[src/rtl/jtag_dr_sync.sv]
// System-clock-side JTAG data-register engine: oversamples the raw TAP signals,
// runs an 11-bit DR and exchanges commands/responses with the debug unit.
module jtag_dr_sync #(
  parameter int g_sync_stages = 2
) (
  input  logic       clk_sys_i,
  input  logic       rst_n_i,
  input  logic       tck_i,
  input  logic       tdi_i,
  input  logic       capture_i,
  input  logic       shift_i,
  input  logic       update_i,
  input  logic       tap_reset_i,
  output logic       tdo_o,
  output logic       cmd_valid_o,
  input  logic       cmd_ready_i,
  output logic [2:0] cmd_addr_o,
  output logic [7:0] cmd_data_o,
  input  logic [7:0] rsp_data_i,
  input  logic       rsp_valid_i,
  output logic       rsp_ack_o,
  output logic       overrun_o
);

  // Bit order of the synchronizer bundle; all six travel through the same chain.
  localparam int TCK = 0;
  localparam int TDI = 1;
  localparam int CAP = 2;
  localparam int SHF = 3;
  localparam int UPD = 4;
  localparam int RST = 5;

  logic [5:0]  w_tap_raw;
  logic [5:0]  r_sync [g_sync_stages];
  logic [5:0]  w_tap_s;
  logic        r_tck_d;
  logic        w_tck_rise;
  logic        w_xfer;

  logic [10:0] r_sr;
  logic        r_tdo;
  logic        r_cmd_valid;
  logic [2:0]  r_cmd_addr;
  logic [7:0]  r_cmd_data;
  logic        r_rsp_ack;
  logic        r_overrun;

  logic [10:0] w_sr_next;
  logic        w_cmd_valid_next;
  logic [2:0]  w_cmd_addr_next;
  logic [7:0]  w_cmd_data_next;
  logic        w_rsp_ack_next;
  logic        w_overrun_next;

  assign w_tap_raw = {tap_reset_i, update_i, shift_i, capture_i, tdi_i, tck_i};
  assign w_tap_s   = r_sync[g_sync_stages-1];

  always_ff @(posedge clk_sys_i or negedge rst_n_i) begin
    if (!rst_n_i) begin
      for (int i = 0; i < g_sync_stages; i++) begin
        r_sync[i] <= '0;
      end
      r_tck_d <= 1'b0;
    end else begin
      r_sync[0] <= w_tap_raw;
      for (int i = 1; i < g_sync_stages; i++) begin
        r_sync[i] <= r_sync[i-1];
      end
      r_tck_d <= w_tap_s[TCK];
    end
  end

  assign w_tck_rise = w_tap_s[TCK] & ~r_tck_d;
  assign w_xfer     = r_cmd_valid & cmd_ready_i;

  always_comb begin
    w_sr_next        = r_sr;
    w_cmd_valid_next = r_cmd_valid;
    w_cmd_addr_next  = r_cmd_addr;
    w_cmd_data_next  = r_cmd_data;
    w_rsp_ack_next   = 1'b0;
    w_overrun_next   = r_overrun;

    if (w_xfer) begin
      w_cmd_valid_next = 1'b0;
    end

    if (w_tck_rise) begin
      if (w_tap_s[RST]) begin
        // TAP reset leaves a pending command alone so it can still drain.
        w_sr_next      = '0;
        w_overrun_next = 1'b0;
      end else if (w_tap_s[CAP]) begin
        w_sr_next      = {r_overrun, r_cmd_valid, rsp_valid_i, rsp_data_i};
        w_rsp_ack_next = rsp_valid_i;
        w_overrun_next = 1'b0;
      end else if (w_tap_s[SHF]) begin
        w_sr_next = {w_tap_s[TDI], r_sr[10:1]};
      end else if (w_tap_s[UPD]) begin
        // The slot is free if empty or if it drains on this very edge.
        if (!r_cmd_valid || w_xfer) begin
          w_cmd_addr_next  = r_sr[10:8];
          w_cmd_data_next  = r_sr[7:0];
          w_cmd_valid_next = 1'b1;
        end else begin
          w_overrun_next = 1'b1;
        end
      end
    end
  end

  always_ff @(posedge clk_sys_i or negedge rst_n_i) begin
    if (!rst_n_i) begin
      r_sr        <= '0;
      r_tdo       <= 1'b0;
      r_cmd_valid <= 1'b0;
      r_cmd_addr  <= '0;
      r_cmd_data  <= '0;
      r_rsp_ack   <= 1'b0;
      r_overrun   <= 1'b0;
    end else begin
      r_sr        <= w_sr_next;
      r_tdo       <= r_sr[0];
      r_cmd_valid <= w_cmd_valid_next;
      r_cmd_addr  <= w_cmd_addr_next;
      r_cmd_data  <= w_cmd_data_next;
      r_rsp_ack   <= w_rsp_ack_next;
      r_overrun   <= w_overrun_next;
    end
  end

  assign tdo_o       = r_tdo;
  assign cmd_valid_o = r_cmd_valid;
  assign cmd_addr_o  = r_cmd_addr;
  assign cmd_data_o  = r_cmd_data;
  assign rsp_ack_o   = r_rsp_ack;
  assign overrun_o   = r_overrun;

endmodule
[config.mk]
export PLATFORM = sky130hd
export DESIGN_NAME = jtag_dr_sync
export DESIGN_NICKNAME = d
export VERILOG_FILES = /design/src/rtl/jtag_dr_sync.sv
export SDC_FILE = /design/constraint.sdc
export NUM_CORES = 1
export LEC_CHECK = 0
export ABC_AREA = 0
export CAP_MARGIN = 15
export CORE_ASPECT_RATIO = 1.4
export CORE_UTILIZATION = 49
export DETAILED_ROUTE_END_ITERATION = 10
export PLACE_DENSITY = 0.78
export SLEW_MARGIN = 20
export SYNTH_ARGS = -nofsm -noshare
export SYNTH_HDL_FRONTEND = slang
export SYNTH_SLANG_ARGS = --single-unit
[constraint.sdc]
create_clock -name clk_sys_i -period 1.7 [get_ports clk_sys_i]
set_clock_uncertainty 0.15 [all_clocks]
set_input_delay 0.255 -clock clk_sys_i [delete_from_list [all_inputs] [get_ports clk_sys_i]]
set_output_delay 0.255 -clock clk_sys_i [all_outputs]
set_load 0.01 [all_outputs]
==> qor.yml <==
routing:
  viasPerCell: 5.37
  ant_nets: 0
  drtIter0Drc: 13
  drt-pass1-iter-count: 4
  drc: 0
  wl_per_cell_um: 15.6
  wirelength_mm: 2.83
  vias: 977
placement:
  gp_congestion: 0.763
  dp_hpwl_mm: 1.93
  portBuffers: 32
floorplan:
  io_pins: 33
  dieHeight_um: 68.1
  core.rowCount: 23
  die_area_um2: 3350
  die_x_um: 49.2
  core_um2: 2910
  initial_core_util_pct: 52.6
logic_synthesis:
  yosysWarnings: 0
  synth-edff-count: 0
  synth_fp_nets: 123
  syn_inst: 105
  yosysMostFrequentCell: "dfrtp_1"
  ys_ff_latch: 39
  synthesis.area_um2: 1530
  synth.top_cell.area_share_pct: 63.9
  yosys.area.top_type: "dfrtp_1"
  ys_async_sr_fraction_pct: 100
  yosysUniqueCellTypes: 21
  netlist_top_cells_count: "dfrtp_1 (39), mux2i_1 (11), o41ai_1 (11)"
  syn_avg_cell_area_um2: 14.5
  yosysSeqAreaShare_pct: 63.9
  synth_area_leaders: "dfrtp_1 (64%), mux2_4 (9.8%), mux2i_1 (7.2%), o41ai_1 (6.3%), o21ai_0 (3.3%)"
  synth_flop_cell: "dfrtp_1"
worst_setup_path:
  crit_arrival_ns: 1.24
  crit_family: "buffers and inverters"
  end_kind: "primary output"
  start_kind: "register"
  crit_type: "reg2out"
  slowest_delay_ns: 0.56
  path_buf_inv: 1
  critPathLaunch: "cmd_valid_o"
  required_ns: 1.29
  cp_max_fo: 4
  rr_startpoint: "w_tap_s[3]"
  slowest_stage: "clkdlybuf4s50_1"
  timing.critical_path.cells: "clkdlybuf4s50_1"
timing:
  max_freq_ghz: 0.609
  slew_viol_final: 0
  worst_pin_slew_ns: 0.428
  rsz0062_at_grt: "no"
  tns_ns: 0
  hold_violations: 0
  max_slew_margin_pct: 71.5
  setup_violations: 0
  finalCritPeriodShare_pct: 96.5
  finalCriticalPeriod_ns: 1.64
  holdWs_ns: 0.199
hold_path:
  hold_start: "r_sync[6]"
  hold_path.class: "reg2reg"
grt:
  grt_pass1_vias: 1041
  grt_usage_pct: 19.7
  antenna_found_initial: 0
  grt_pass1_wl_mm: 4.82
  grt_max_degree: 25
  gr-total-overflow: 0
cts:
  cts_tree: "built"
  cts-root-buf: "clkbuf_8"
  clk_pin_slew_ns: 0.07
  cts_hold_buffers: 1
  cts_setup_buffers: 0
  cts_resized: 0
  cts_sinks: 39
  htree_levels: 2
  cts_buffer_depth: 2
  insertion_delay_ns: 0.29
  cts_made_buffers: 5
power:
  ir_drop_mv: 0.730
  cellPowerDensity_nw_per_um2: 973
  p_leak_nw: 0.938
job:
  maxCapViolations: 0
status:
  status: "finished clean"
cells_and_area:
  syn2layout_area_growth_pct: 31.9
  drive_gt1_share_pct: 20.0
  fin_nets: 162
  fillers: 212
  n_antenna_cell: 0
[layout by cell type (no fill, tap or decap), drive strengths merged, types with 2 or more instances in the layout]
cell / instances
dfrtp: 39
clkdlybuf4s50: 31
mux2i: 11
o41ai: 11
o21ai: 11
mux2: 11
buf: 8
clkbuf: 7
nand2: 3
nor2: 3
nand2b: 2
nor3: 2
[routing by layer]
metal	vias up	routed length, um	GRT usage (%)
li1	460	-	-
met1	486	1150	22.1
met2	26	1530	34.9
met3	5	96	4.89
met4	0	48	9.93
met5	-	0	0
[sequential cells by signal, summed over array words and instances, names as in the netlist]
| signal | cells |
|---|---|
| cmd_data_o | 8 |
| overrun_o | 1 |
| cmd_valid_o | 1 |
| r_sr | 11 |
| tdo_o | 1 |
| rsp_ack_o | 1 |
| w_tap_s | 6 |
| r_sync | 6 |
| r_tck_d | 1 |
| cmd_addr_o | 3 |
[stage by stage]
stage | power [mW] | util (%) | setup slack [ns] | area [um^2] | instances
floorplan | 1.22 | - | 0.218 | 1530 | 105
global placement | 1.38 | 66.2 | 0.0265 | 1920 | 173
detailed placement | 1.40 | 66.2 | 0.0105 | 1920 | 173
CTS | 1.98 | 69.3 | 0.0441 | 2010 | 182
global route | 2.04 | 69.3 | 0.0217 | 2010 | 182
finish | 1.96 | 69.3 | 0.0590 | 2010 | 182
[report_power, final]
| group | switching [mW] | internal, mW | leakage [nW] |
|---|---|---|---|
| Clock | 0.295 | 0.288 | 0.0422 |
| Sequential | 0.0544 | 1.01 | 0.503 |
| Combinational | 0.117 | 0.192 | 0.393 |
| Total | 0.467 | 1.49 | 0.938 |
[cells by family (layout without fill, tap and decap cells)]
kind of cell,after synthesis,count (layout),share of synthesized area [%]
DFF,39,39,63.9
buffers and inverters,9,49,3.11
muxes,22,22,17.8
AOI/OAI and AO/OA,23,23,10.3
and+or+nand+nor,12,12,4.91
[path summary, 6_finish.rpt]
path / to / slack [ns] / depth (start not counted)
setup / recovery: cmd_valid_o / 0.06 / 1
hold / removal: w_tap_s[0] / 0.20 / 0
min in group asynchronous: cmd_data_o[2] / 0.28 / 2
setup reg to reg: cmd_data_o[6] / 0.13 / 4
max in group asynchronous: w_tap_s[2] / 0.65 / 3
hold reg to reg: w_tap_s[0] / 0.20 / 0
[worst register-to-register path, stage by stage (launching register included)]
cell and delay, ns:
dfrtp_1 0.39, and4bb_2 0.34, nand3_2 0.11, buf_12 0.17, mux2_4 0.30
[area by class of cell]
class / count / area [um^2] / area share, %
clock inverter: 1 / 5.00 / 0.248
inverter: 1 / 3.75 / 0.186
timing repair buffer: 40 / 403 / 20.0
clock buffer: 7 / 76.3 / 3.79
tap: 37 / 46.3 / 2.30
multi-input combinational: 57 / 504 / 25.0
sequential: 39 / 976 / 48.4
Note: power is estimated with default switching activity, not from simulation.
